### src/rtl/mfilter_pkg.sv
// Shared constants, FSM encoding and write-address helper for the
// matched-filter configuration controller.
package mfilter_pkg;

  localparam int NUM_WORDS    = 14;
  localparam int MAX_LEN      = 192;
  localparam int BLANK_CYCLES = 16;
  localparam int COUNT_W      = 16;

  localparam logic [3:0] CSTATE_LEN = 4'd1;
  localparam logic [3:0] CSTATE_THR = 4'd2;
  localparam logic [3:0] CSTATE_CO0 = 4'd3;

  typedef enum logic [1:0] {
    ST_IDLE,
    ST_LOAD,
    ST_DISCARD,
    ST_BLANK
  } state_t;

  // Filter write address for packet word idx: length, threshold, then coefficients.
  function automatic logic [3:0] cstate_of(input logic [3:0] idx);
    case (idx)
      4'd0:    return CSTATE_LEN;
      4'd1:    return CSTATE_THR;
      default: return CSTATE_CO0 + (idx - 4'd2);
    endcase
  endfunction

endpackage

### src/rtl/mfilter_match_counter.sv
// Registers the qualified match decision and keeps a saturating count of
// qualified matches with a synchronous clear.
module mfilter_match_counter
  import mfilter_pkg::*;
(
  input  logic               clk,
  input  logic               reset,
  input  logic               qualify,
  input  logic               clear_count,
  output logic               match_pulse,
  output logic [COUNT_W-1:0] match_count
);

  localparam logic [COUNT_W-1:0] COUNT_MAX = '1;
  localparam logic [COUNT_W-1:0] COUNT_ONE = COUNT_W'(1);

  // NOTE: sequential state uses non-blocking assignments so every register
  // samples pre-edge values regardless of statement order.
  always_ff @(posedge clk or posedge reset) begin
    if (reset) begin
      match_pulse <= 1'b0;
      match_count <= '0;
    end else begin
      match_pulse <= qualify;
      // A clear that lands on a qualifying match keeps that match.
      if (clear_count)
        match_count <= qualify ? COUNT_ONE : '0;
      else if (qualify && (match_count != COUNT_MAX))
        match_count <= match_count + COUNT_ONE;
    end
  end

endmodule

### src/rtl/mfilter_ctrl.sv
// Configuration sequencer and result gate: replays a configuration packet as
// single-cycle filter writes and gates decisions made with stale coefficients.
module mfilter_ctrl #(
  parameter int NUM_WORDS    = mfilter_pkg::NUM_WORDS,
  parameter int MAX_LEN      = mfilter_pkg::MAX_LEN,
  parameter int BLANK_CYCLES = mfilter_pkg::BLANK_CYCLES
) (
  input  logic        clk,
  input  logic        reset,
  input  logic [31:0] cfg_data,
  input  logic        cfg_valid,
  input  logic        cfg_last,
  output logic        cfg_ready,
  output logic [31:0] cdata,
  output logic [3:0]  cstate,
  output logic        cwrite,
  input  logic        mf_valid,
  input  logic        mf_match,
  input  logic        clear_count,
  output logic        match_pulse,
  output logic [15:0] match_count,
  output logic        cfg_loaded,
  output logic        cfg_error,
  output logic        busy
);

  import mfilter_pkg::state_t;
  import mfilter_pkg::ST_IDLE;
  import mfilter_pkg::ST_LOAD;
  import mfilter_pkg::ST_DISCARD;
  import mfilter_pkg::ST_BLANK;
  import mfilter_pkg::cstate_of;

  localparam logic [3:0]     LAST_IDX  = 4'(NUM_WORDS - 1);
  localparam int             BCW       = (BLANK_CYCLES > 1) ? $clog2(BLANK_CYCLES) : 1;
  localparam logic [BCW-1:0] BLANK_END = BCW'(BLANK_CYCLES - 1);

  state_t         state, state_d;
  logic [3:0]     idx, idx_d, word_idx;
  logic [BCW-1:0] blank_cnt, blank_d;
  logic           accept, len_bad;
  logic           wr_d, err_d, load_start, load_done;
  logic           qualify;

  assign accept   = cfg_valid & cfg_ready;
  assign len_bad  = (cfg_data == 32'd0) || (cfg_data > 32'(MAX_LEN));
  assign word_idx = (state == ST_IDLE) ? 4'd0 : idx;
  assign busy     = (state != ST_IDLE);

  always_ff @(posedge clk or posedge reset) begin
    if (reset) begin
      state     <= ST_IDLE;
      idx       <= '0;
      blank_cnt <= '0;
    end else begin
      state     <= state_d;
      idx       <= idx_d;
      blank_cnt <= blank_d;
    end
  end

  // NOTE: every output of this block gets a default first, so no path through
  // the case statement leaves a variable unassigned and infers a latch.
  always_comb begin
    state_d    = state;
    idx_d      = idx;
    blank_d    = blank_cnt;
    wr_d       = 1'b0;
    err_d      = 1'b0;
    load_start = 1'b0;
    load_done  = 1'b0;
    case (state)
      ST_IDLE: begin
        if (accept) begin
          idx_d = '0;
          if (len_bad) begin
            err_d   = 1'b1;
            state_d = cfg_last ? ST_IDLE : ST_DISCARD;
          end else begin
            wr_d       = 1'b1;
            load_start = 1'b1;
            idx_d      = 4'd1;
            if (cfg_last) begin
              err_d   = 1'b1;
              state_d = ST_IDLE;
            end else begin
              state_d = ST_LOAD;
            end
          end
        end
      end
      ST_LOAD: begin
        if (accept) begin
          wr_d  = 1'b1;
          idx_d = idx + 4'd1;
          if (idx == LAST_IDX) begin
            if (cfg_last) begin
              state_d = ST_BLANK;
              blank_d = '0;
            end else begin
              err_d   = 1'b1;
              state_d = ST_DISCARD;
            end
          end else if (cfg_last) begin
            // Partial packet: the filter now holds a mixed configuration.
            err_d   = 1'b1;
            state_d = ST_IDLE;
          end
        end
      end
      ST_DISCARD: begin
        if (accept && cfg_last) state_d = ST_IDLE;
      end
      ST_BLANK: begin
        if (blank_cnt == BLANK_END) begin
          state_d   = ST_IDLE;
          load_done = 1'b1;
        end else begin
          blank_d = blank_cnt + BCW'(1);
        end
      end
      default: state_d = ST_IDLE;
    endcase
  end

  always_ff @(posedge clk or posedge reset) begin
    if (reset) begin
      cfg_ready  <= 1'b0;
      cwrite     <= 1'b0;
      cstate     <= '0;
      cdata      <= '0;
      cfg_error  <= 1'b0;
      cfg_loaded <= 1'b0;
    end else begin
      cfg_ready <= (state_d != ST_BLANK);
      cwrite    <= wr_d;
      cfg_error <= err_d;
      if (wr_d) begin
        cstate <= cstate_of(word_idx);
        cdata  <= cfg_data;
      end
      if (load_start)
        cfg_loaded <= 1'b0;
      else if (load_done)
        cfg_loaded <= 1'b1;
    end
  end

  // Decisions are only trusted once the new coefficients have flushed through.
  assign qualify = mf_valid & mf_match & cfg_loaded & (state != ST_BLANK);

  mfilter_match_counter u_match (
    .clk         (clk),
    .reset       (reset),
    .qualify     (qualify),
    .clear_count (clear_count),
    .match_pulse (match_pulse),
    .match_count (match_count)
  );

endmodule

### config.mk
export PLATFORM = sky130hd
export DESIGN_NAME = mfilter_ctrl
export DESIGN_NICKNAME = d
export VERILOG_FILES = /design/src/rtl/mfilter_pkg.sv /design/src/rtl/mfilter_match_counter.sv /design/src/rtl/mfilter_ctrl.sv
export SDC_FILE = /design/constraint.sdc
export NUM_CORES = 1
export LEC_CHECK = 0
export BUFFER_PORTS_ARGS = -buffer_cell sky130_fd_sc_hd__buf_2
export CAP_MARGIN = 20
export CORE_UTILIZATION = 50
export CTS_BUF_LIST = sky130_fd_sc_hd__clkbuf_8
export CTS_CLUSTER_DIAMETER = 50
export DETAILED_ROUTE_END_ITERATION = 8
export PLACE_DENSITY = 0.85
export SLEW_MARGIN = 5
export SYNTH_ARGS = -nofsm -noshare
export SYNTH_HDL_FRONTEND = slang
export SYNTH_SLANG_ARGS = --single-unit
export TNS_END_PERCENT = 10
### constraint.sdc
create_clock -name clk -period 6.2 [get_ports clk]
set_input_delay 1.24 -clock clk [delete_from_list [all_inputs] [get_ports clk]]
set_output_delay 1.24 -clock clk [all_outputs]
set_load 0.01 [all_outputs]
==> results of run 1 <==
## synthesized netlist by cell type, types with 2 or more instances
master                     count
sky130_fd_sc_hd__a211oi_1      5
sky130_fd_sc_hd__a21oi_1       5
sky130_fd_sc_hd__and2_1        2
sky130_fd_sc_hd__and3_1        2
sky130_fd_sc_hd__and4_1        3
sky130_fd_sc_hd__buf_6         3
sky130_fd_sc_hd__clkbuf_1      6
sky130_fd_sc_hd__dfrtp_1      67
sky130_fd_sc_hd__ha_1          7
sky130_fd_sc_hd__inv_1        13
sky130_fd_sc_hd__mux2_1       29
sky130_fd_sc_hd__mux2_2        6
sky130_fd_sc_hd__mux2i_1       3
sky130_fd_sc_hd__nand2_1      16
sky130_fd_sc_hd__nand3_1      12
sky130_fd_sc_hd__nand4_1       7
sky130_fd_sc_hd__nor2_1       25
sky130_fd_sc_hd__nor2b_1       4
sky130_fd_sc_hd__nor3_1        8
sky130_fd_sc_hd__nor4_1       10
sky130_fd_sc_hd__o21ai_0       9
sky130_fd_sc_hd__or3_1         2
sky130_fd_sc_hd__or4_1         4
sky130_fd_sc_hd__xnor2_1      12
sky130_fd_sc_hd__xor2_1        2
## layer usage
layer  vias up  wire, µm  global-route usage, %
li1       1211         -                      -
met1      1259      2980                   27.0
met2        89      3600                   40.9
met3        12       386                   7.22
met4         0       119                   8.75
met5         -         0                      0
## stage by stage
| stage | setup slack [ns] | cells | util, % | hold WS [ns] | cell area, µm² |
|---|---|---|---|---|---|
| finish | 2.80 | 461 | 65.2 | 0.486 | 3930 |
| global route | 2.67 | 461 | 65.2 | 0.500 | 3930 |
| CTS | 2.45 | 460 | 64.9 | 0.487 | 3910 |
| detailed placement | 2.16 | 444 | 61.3 | 0.471 | 3690 |
| global placement | 2.26 | 444 | 61.3 | 0.464 | 3690 |
| floorplan | 2.93 | 281 | - | 0.504 | 3160 |
## cell usage in the layout, fill, tap and decap left out, drive strengths merged, types with 2 or more instances in the layout
cell type	n
nor3	8
bufinv	2
or3	2
ha	7
a211oi	5
nor4	10
a21oi	6
or4	4
xor2	2
dfrtp	67
nand2	16
and3	2
nor2b	4
clkinv	3
buf	99
nand3	12
o21ai	10
xnor2	12
inv	14
nor2	25
nand4	7
mux2	35
and2	2
clkbuf	9
mux2i	3
and4	3
## worst max-delay path, cell delays in order
cell and delay (ns):
sky130_fd_sc_hd__buf_2 0.10, sky130_fd_sc_hd__or4_1 0.55, sky130_fd_sc_hd__o311ai_1 0.45, sky130_fd_sc_hd__o2111ai_2 0.27, sky130_fd_sc_hd__a21oi_4 0.41, sky130_fd_sc_hd__buf_12 0.24
sky130_fd_sc_hd__mux2_1 0.35
## cells by family (layout without fill, tap and decap cells)
group,Yosys count,count (layout)
adders and majority gates,7,7
muxes,38,38
AOI/OAI and AO/OA,32,32
xor gates and xnor gates,14,14
and+or+nand+nor,100,100
DFF,67,67
buffers and inverters,23,128
## report_power, final
group	internal [mW]	total (mW)	switching, mW
Clock	0.225	0.393	0.168
Combinational	0.0159	0.0458	0.0299
Sequential	0.439	0.443	0.00387
Total	0.680	0.882	0.202
## worst paths after layout
path | start | to | slack [ns] | cells past startpoint
max in group asynchronous | reset | cdata[10] | 4.52 | 3
min reg2reg | cdata[23] | cdata[23] | 0.49 | 1
min | cdata[23] | cdata[23] | 0.49 | 1
min in group asynchronous | reset | cwrite | 1.12 | 3
max reg2reg | state[0] | u_match.match_count[15] | 3.90 | 5
max | cfg_data[1] | cdata[25] | 2.80 | 7
## registers in the layout, indices dropped and copies added, names as in the netlist, 2 cells and up
register,cells
state,2
cstate,4
cdata,32
blank_cnt,4
idx,4
u_match.match_count,16
## layout make-up
class	instances	area [µm²]
Timing Repair Buffer	99	515
Sequential cell	67	1680
Clock buffer	9	124
Tap cell	75	93.8
Clock inverter	7	93.8
Multi-Input combinational cell	191	1380
Inverter	13	48.8
Fill cell	465	2100
==> impl_metrics.csv, run 1 <==
group,metric,value,unit
run_status,status,"finished clean",
power,leakage,2.05,nW
yosys,syn_nets,327,
grt,groute.usage.overall,23.5,%
grt,grt_first_pass_wirelength,11.6,mm
yosys,yosys_warnings,0,
cts,cts_max_level,3,
cells_and_area,final_layout_size_suffix_gt1_share,32.1,%
yosys,yosysSeqAreaShare,53.0,%
timing,timing.fmax,294,MHz
cts,cts-resized-gates,0,
worst_setup_path,crit_start_category,"input port",
route,detail_route.vias_per_cell,5.58,
placed_design,final_gp_congestion,0.876,
timing,setup-violations-final,0,
cells_and_area,fin_nets,427,
timing,finalMaxSlewViolations,0,
route,drc,0,
timing,timing.max_slew.rel_slack,44.3,%
timing,fin_crit,3.40,ns
route,drt.antenna.violating_nets,0,
cts,insertion_delay,0.35,ns
worst_setup_path,critical_path_peak_fanout,28,
timing,rsz0062_at_grt,"false",
power,power,882,µW
worst_setup_path,worstPathRequired,6.43,ns
worst_setup_path,crit_path_end_kind,"flop",
worst_hold_path,timing.hold.worst.class,"flop to flop",
timing,setup_total_negative_slack,0,ns
yosys,synthesis.area_per_instance,11.3,µm²
die,placementRows,28,
worst_setup_path,worst-endpoint-arrival,3.63,ns
route,wl,7.09,mm
cts,tritoncts,"done",
timing,layout_worst_path_cycle_share,54.9,%
cts,buffer_type_at_the_clock_tree_root,"sky130_fd_sc_hd__clkbuf_8",
yosys,asyncSetResetFlopFracSynth,100,%
die,die_h,81.5,µm
yosys,synth.area.mux_share,13.4,%
cells_and_area,insertedDiodeCount,0,
flow_run,timing.max_cap.violations,0,
grt,grt_remaining_overflow,0,
die,fp.dieW,81.5,µm
cells_and_area,area_growth_synth_to_finish,24.3,%
yosys,netlist_top_cells_area,"sky130_fd_sc_hd__dfrtp_1, sky130_fd_sc_hd__mux2_1, sky130_fd_sc_hd__xnor2_1",
yosys,netlist_instances,281,
yosys,synthesized_area_fraction_occupied_by_ao_oa_aoi_and_oai_cells,7.08,%
cts,post_cts_buffers,0,
placed_design,place.detailed.hpwl,5.03,mm
grt,vias_in_the_first_global_route,2473,
route,avgRoutedWirePerCell,15.4,µm
route,dr_total_vias,2571,
cts,longest_clk_path_bufs,2,
yosys,synthAdderAreaFrac,2.77,%
placed_design,total_of_buffers_placed_on_input_and_output_ports,96,
die,design.die.area,0.00665,mm²
yosys,netlist-cell-type-count,44,
worst_setup_path,kind_of_critical_path,"input port to flop",
cts,cts_sinks,67,
cts,clkTransAtPathRegs,0.07,ns
yosys,yosys.area_share.xor_xnor,3.88,%
die,initial_cell_density_of_the_core,52.5,%
timing,final-hold-violation-count,0,
route,number_of_optimization_iterations_in_the_first_detailed_route_pass,4,
power,power.density_cell_area,224,mW/mm²
yosys,post_synth_and_or_nand_nor_area_fraction,16.4,%
yosys,largest_area_contributor_in_the_netlist,"sky130_fd_sc_hd__dfrtp_1",
timing,timing.clock.skew,0.00745,ns
yosys,post_synthesis_instance_area,0.00316,mm²
cts,numCtsBuffers,9,
grt,grt_max_degree,68,
yosys,primary_flip_flop_cell_chosen_by_synthesis_mapping,"sky130_fd_sc_hd__dfrtp_1",
power,vdd.ir_drop.worst,0.000193,V
timing,tightestPinTransition,0.835,ns
yosys,synth-edff-count,0,
die,core_area,0.00603,mm²
die,ioPinCount,97,
yosys,synth_top_area_share,53.0,%
route,drtIter0Drc,131,
yosys,synth_top_family_by_area,"simple AND/OR/NAND/NOR gates",
yosys,synth-seq-cells,67,
grt,grt_antenna_before_repair,0,
cts,cts_hold_bufs,0,
(Power assumes the default switching activity.)
==> inputs of run 2 (changes only) <==
==> constraint.sdc (replaced) <==
create_clock -name clk -period 3.5 [get_ports clk]
set_input_delay 0.7 -clock clk [delete_from_list [all_inputs] [get_ports clk]]
set_output_delay 0.7 -clock clk [all_outputs]
set_load 0.01 [all_outputs]
==> run 2 against run 1 <==
Net effect: non-clock buffer count grew 1; critical path depth stayed put; sequential share of layout area is 0.71 points lower; power increased by 95%; first-iteration DRC count fell by 20%; sequential cell count is the same; wire length rose by 3.9%; die area unchanged; clock-buffer cell count unchanged; combinational power up 85%; cell count grew 0.22%; register-to-register slack got worse by 2.6 ns; critical path type unchanged; critical endpoint is now cdata[14]; largest power group is now the clock network.
==> impl_metrics.csv, run 2 (synthesis gave the netlist of run 1 again) <==
group,metric,value,unit
timing,fin_crit,2.72,ns
timing,fin_worst_hold_slack,0.251,ns
route,drt.antenna.violating_nets,0,
placed_design,place.detailed.hpwl,5.34,mm
timing,final-hold-violation-count,0,
cells_and_area,final_layout_size_suffix_gt1_share,32.3,%
cts,cts-resized-gates,0,
placed_design,postPlaceCellArea,0.00371,mm²
die,fp.dieW,81.5,µm
route,number_of_optimization_iterations_in_the_first_detailed_route_pass,5,
worst_setup_path,worstReg2RegEnd,"u_match.match_count[15]",
die,initial_cell_density_of_the_core,52.5,%
route,avgRoutedWirePerCell,15.9,µm
cells_and_area,stdcell_area,0.00400,mm²
grt,grt_max_degree,51,
die,core_area,0.00603,mm²
cts,cts_sinks,67,
route,wl,7.36,mm
worst_setup_path,worstSetupEndpoint,"cdata[14]",
timing,tightestPinTransition,0.504,ns
die,die_h,81.5,µm
timing,timing.clock.skew,0.00908,ns
worst_hold_path,timing.hold.worst.class,"input port to async pin",
worst_setup_path,critical_path_peak_fanout,30,
grt,grt_remaining_overflow,0,
cts,cts_max_level,3,
grt,vias_in_the_first_global_route,2490,
placed_design,dpl_worst_slack,0.439,ns
timing,setup_total_negative_slack,0,ns
timing,finalMaxSlewViolations,0,
cells_and_area,largestRegisters,"cdata (32), u_match.match_count (16)",
timing,setup-violations-final,0,
placed_design,final_gp_congestion,0.867,
timing,timing.fmax,368,MHz
cts,post_cts_buffers,0,
power,power.density_cell_area,430,mW/mm²
worst_setup_path,kind_of_critical_path,"input port to flop",
timing,layout_worst_path_cycle_share,77.7,%
cts,buffer_type_at_the_clock_tree_root,"sky130_fd_sc_hd__clkbuf_8",
cells_and_area,layout_commonest_cell,"sky130_fd_sc_hd__buf_2",
cells_and_area,fin_nets,428,
worst_setup_path,r2r_slack,1.30,ns
worst_setup_path,crit_path_end_kind,"flop",
flow_run,timing.max_cap.violations,0,
route,drc,0,
worst_setup_path,worst_setup_path_startpoint,"cfg_data[1]",
grt,grt_first_pass_wirelength,11.7,mm
grt,grt_antenna_before_repair,0,
cells_and_area,largest_register_ff_count,32,
grt,groute.usage.overall,23.8,%
route,dr_total_vias,2585,
run_status,status,"finished clean",
die,ioPinCount,97,
cts,longest_clk_path_bufs,2,
power,leakage,2.08,nW
worst_setup_path,worstPathRequired,3.71,ns
die,design.die.area,0.00665,mm²
worst_setup_path,worst-endpoint-arrival,2.93,ns
cts,cts_hold_bufs,0,
cts,insertion_delay,0.34,ns
cells_and_area,area_growth_synth_to_finish,26.4,%
worst_setup_path,reg_to_reg_critical_path_startpoint,"state[0]",
cts,numCtsBuffers,9,
power,vdd.ir_drop.worst,0.000281,V
timing,layout_setup_ws,0.780,ns
route,drtIter0Drc,105,
route,detail_route.vias_per_cell,5.60,
die,placementRows,28,
cells_and_area,insertedDiodeCount,0,
timing,rsz0062_at_grt,"false",
cells_and_area,top_register,"cdata",
timing,timing.max_slew.rel_slack,65.6,%
worst_setup_path,r2r.worst_path.cells,5,
cells_and_area,most_frequent_cells_in_the_layout,"sky130_fd_sc_hd__buf_2, sky130_fd_sc_hd__dfrtp_1, sky130_fd_sc_hd__mux2_1",
placed_design,total_of_buffers_placed_on_input_and_output_ports,96,
cts,tritoncts,"done",
cts,clkTransAtPathRegs,0.08,ns
worst_setup_path,crit_start_category,"input port",
==> run 2: cell types whose count changed in the layout (fill, tap and decap cells not counted) <==
cell                        before  now
sky130_fd_sc_hd__clkinv_2        1    0
sky130_fd_sc_hd__inv_6           0    1
sky130_fd_sc_hd__buf_12          1    2
sky130_fd_sc_hd__bufinv_16       2    4
sky130_fd_sc_hd__clkinv_4        2    0
==> run 2: layer usage <==
layer | track usage [%] | part of all wire, %
met1 | 28.1 | 41
met2 | 41.3 | 52
met3 | 4.44 | 4.9
met4 | 12.1 | 2.0
met5 | 0 | 0
==> run 2: power by group <==
part	internal (mW)	switching [mW]	leakage, nW	total [mW]
clock network	0.545	0.304	0.131	0.850
registers	0.777	0.00702	0.907	0.784
logic	0.0305	0.0543	1.04	0.0849
==> run 2: critical path, cell delays in order <==
cell and delay, ns:
sky130_fd_sc_hd__buf_2 0.11, sky130_fd_sc_hd__or4_1 0.54, sky130_fd_sc_hd__o311ai_1 0.38, sky130_fd_sc_hd__o2111ai_2 0.24, sky130_fd_sc_hd__a21oi_4 0.35, sky130_fd_sc_hd__buf_12 0.24, sky130_fd_sc_hd__mux2_1 0.35
==> run 2: through the flow <==
| step | power (mW) | util [%] | instances |
|---|---|---|---|
| CTS | 1.72 | 66.0 | 461 |
| detailed placement | 0.880 | 61.6 | 445 |
| global placement | 0.877 | 61.6 | 445 |
| global route | 1.77 | 66.3 | 462 |
| finish | 1.72 | 66.3 | 462 |
| floorplan | 0.838 | - | 281 |
==> run 2: final cells by class <==
| type | count | area [µm²] |
|---|---|---|
| clock inverter | 7 | 140 |
| tap | 75 | 93.8 |
| clock buffer | 9 | 124 |
| timing repair buffer | 100 | 536 |
| sequential | 67 | 1680 |
| fill | 472 | 2030 |
| multi-input combinational | 191 | 1380 |
| inverter | 13 | 48.8 |
==> run 2: worst min-delay path by stage <==
| stage | from | to | slack [ns] |
|---|---|---|---|
| 2_1_floorplan | blank_cnt[3] | blank_cnt[3] | 0.50 |
| 4_1_cts | cdata[17] | cdata[17] | 0.49 |
| 3_5_place_dp | cdata[17] | cdata[17] | 0.47 |
| 3_3_place_gp | cdata[7] | cdata[7] | 0.46 |
| 5_1_grt | reset | u_match.match_count[10] | 0.26 |
| 6_report | reset | u_match.match_count[10] | 0.25 |
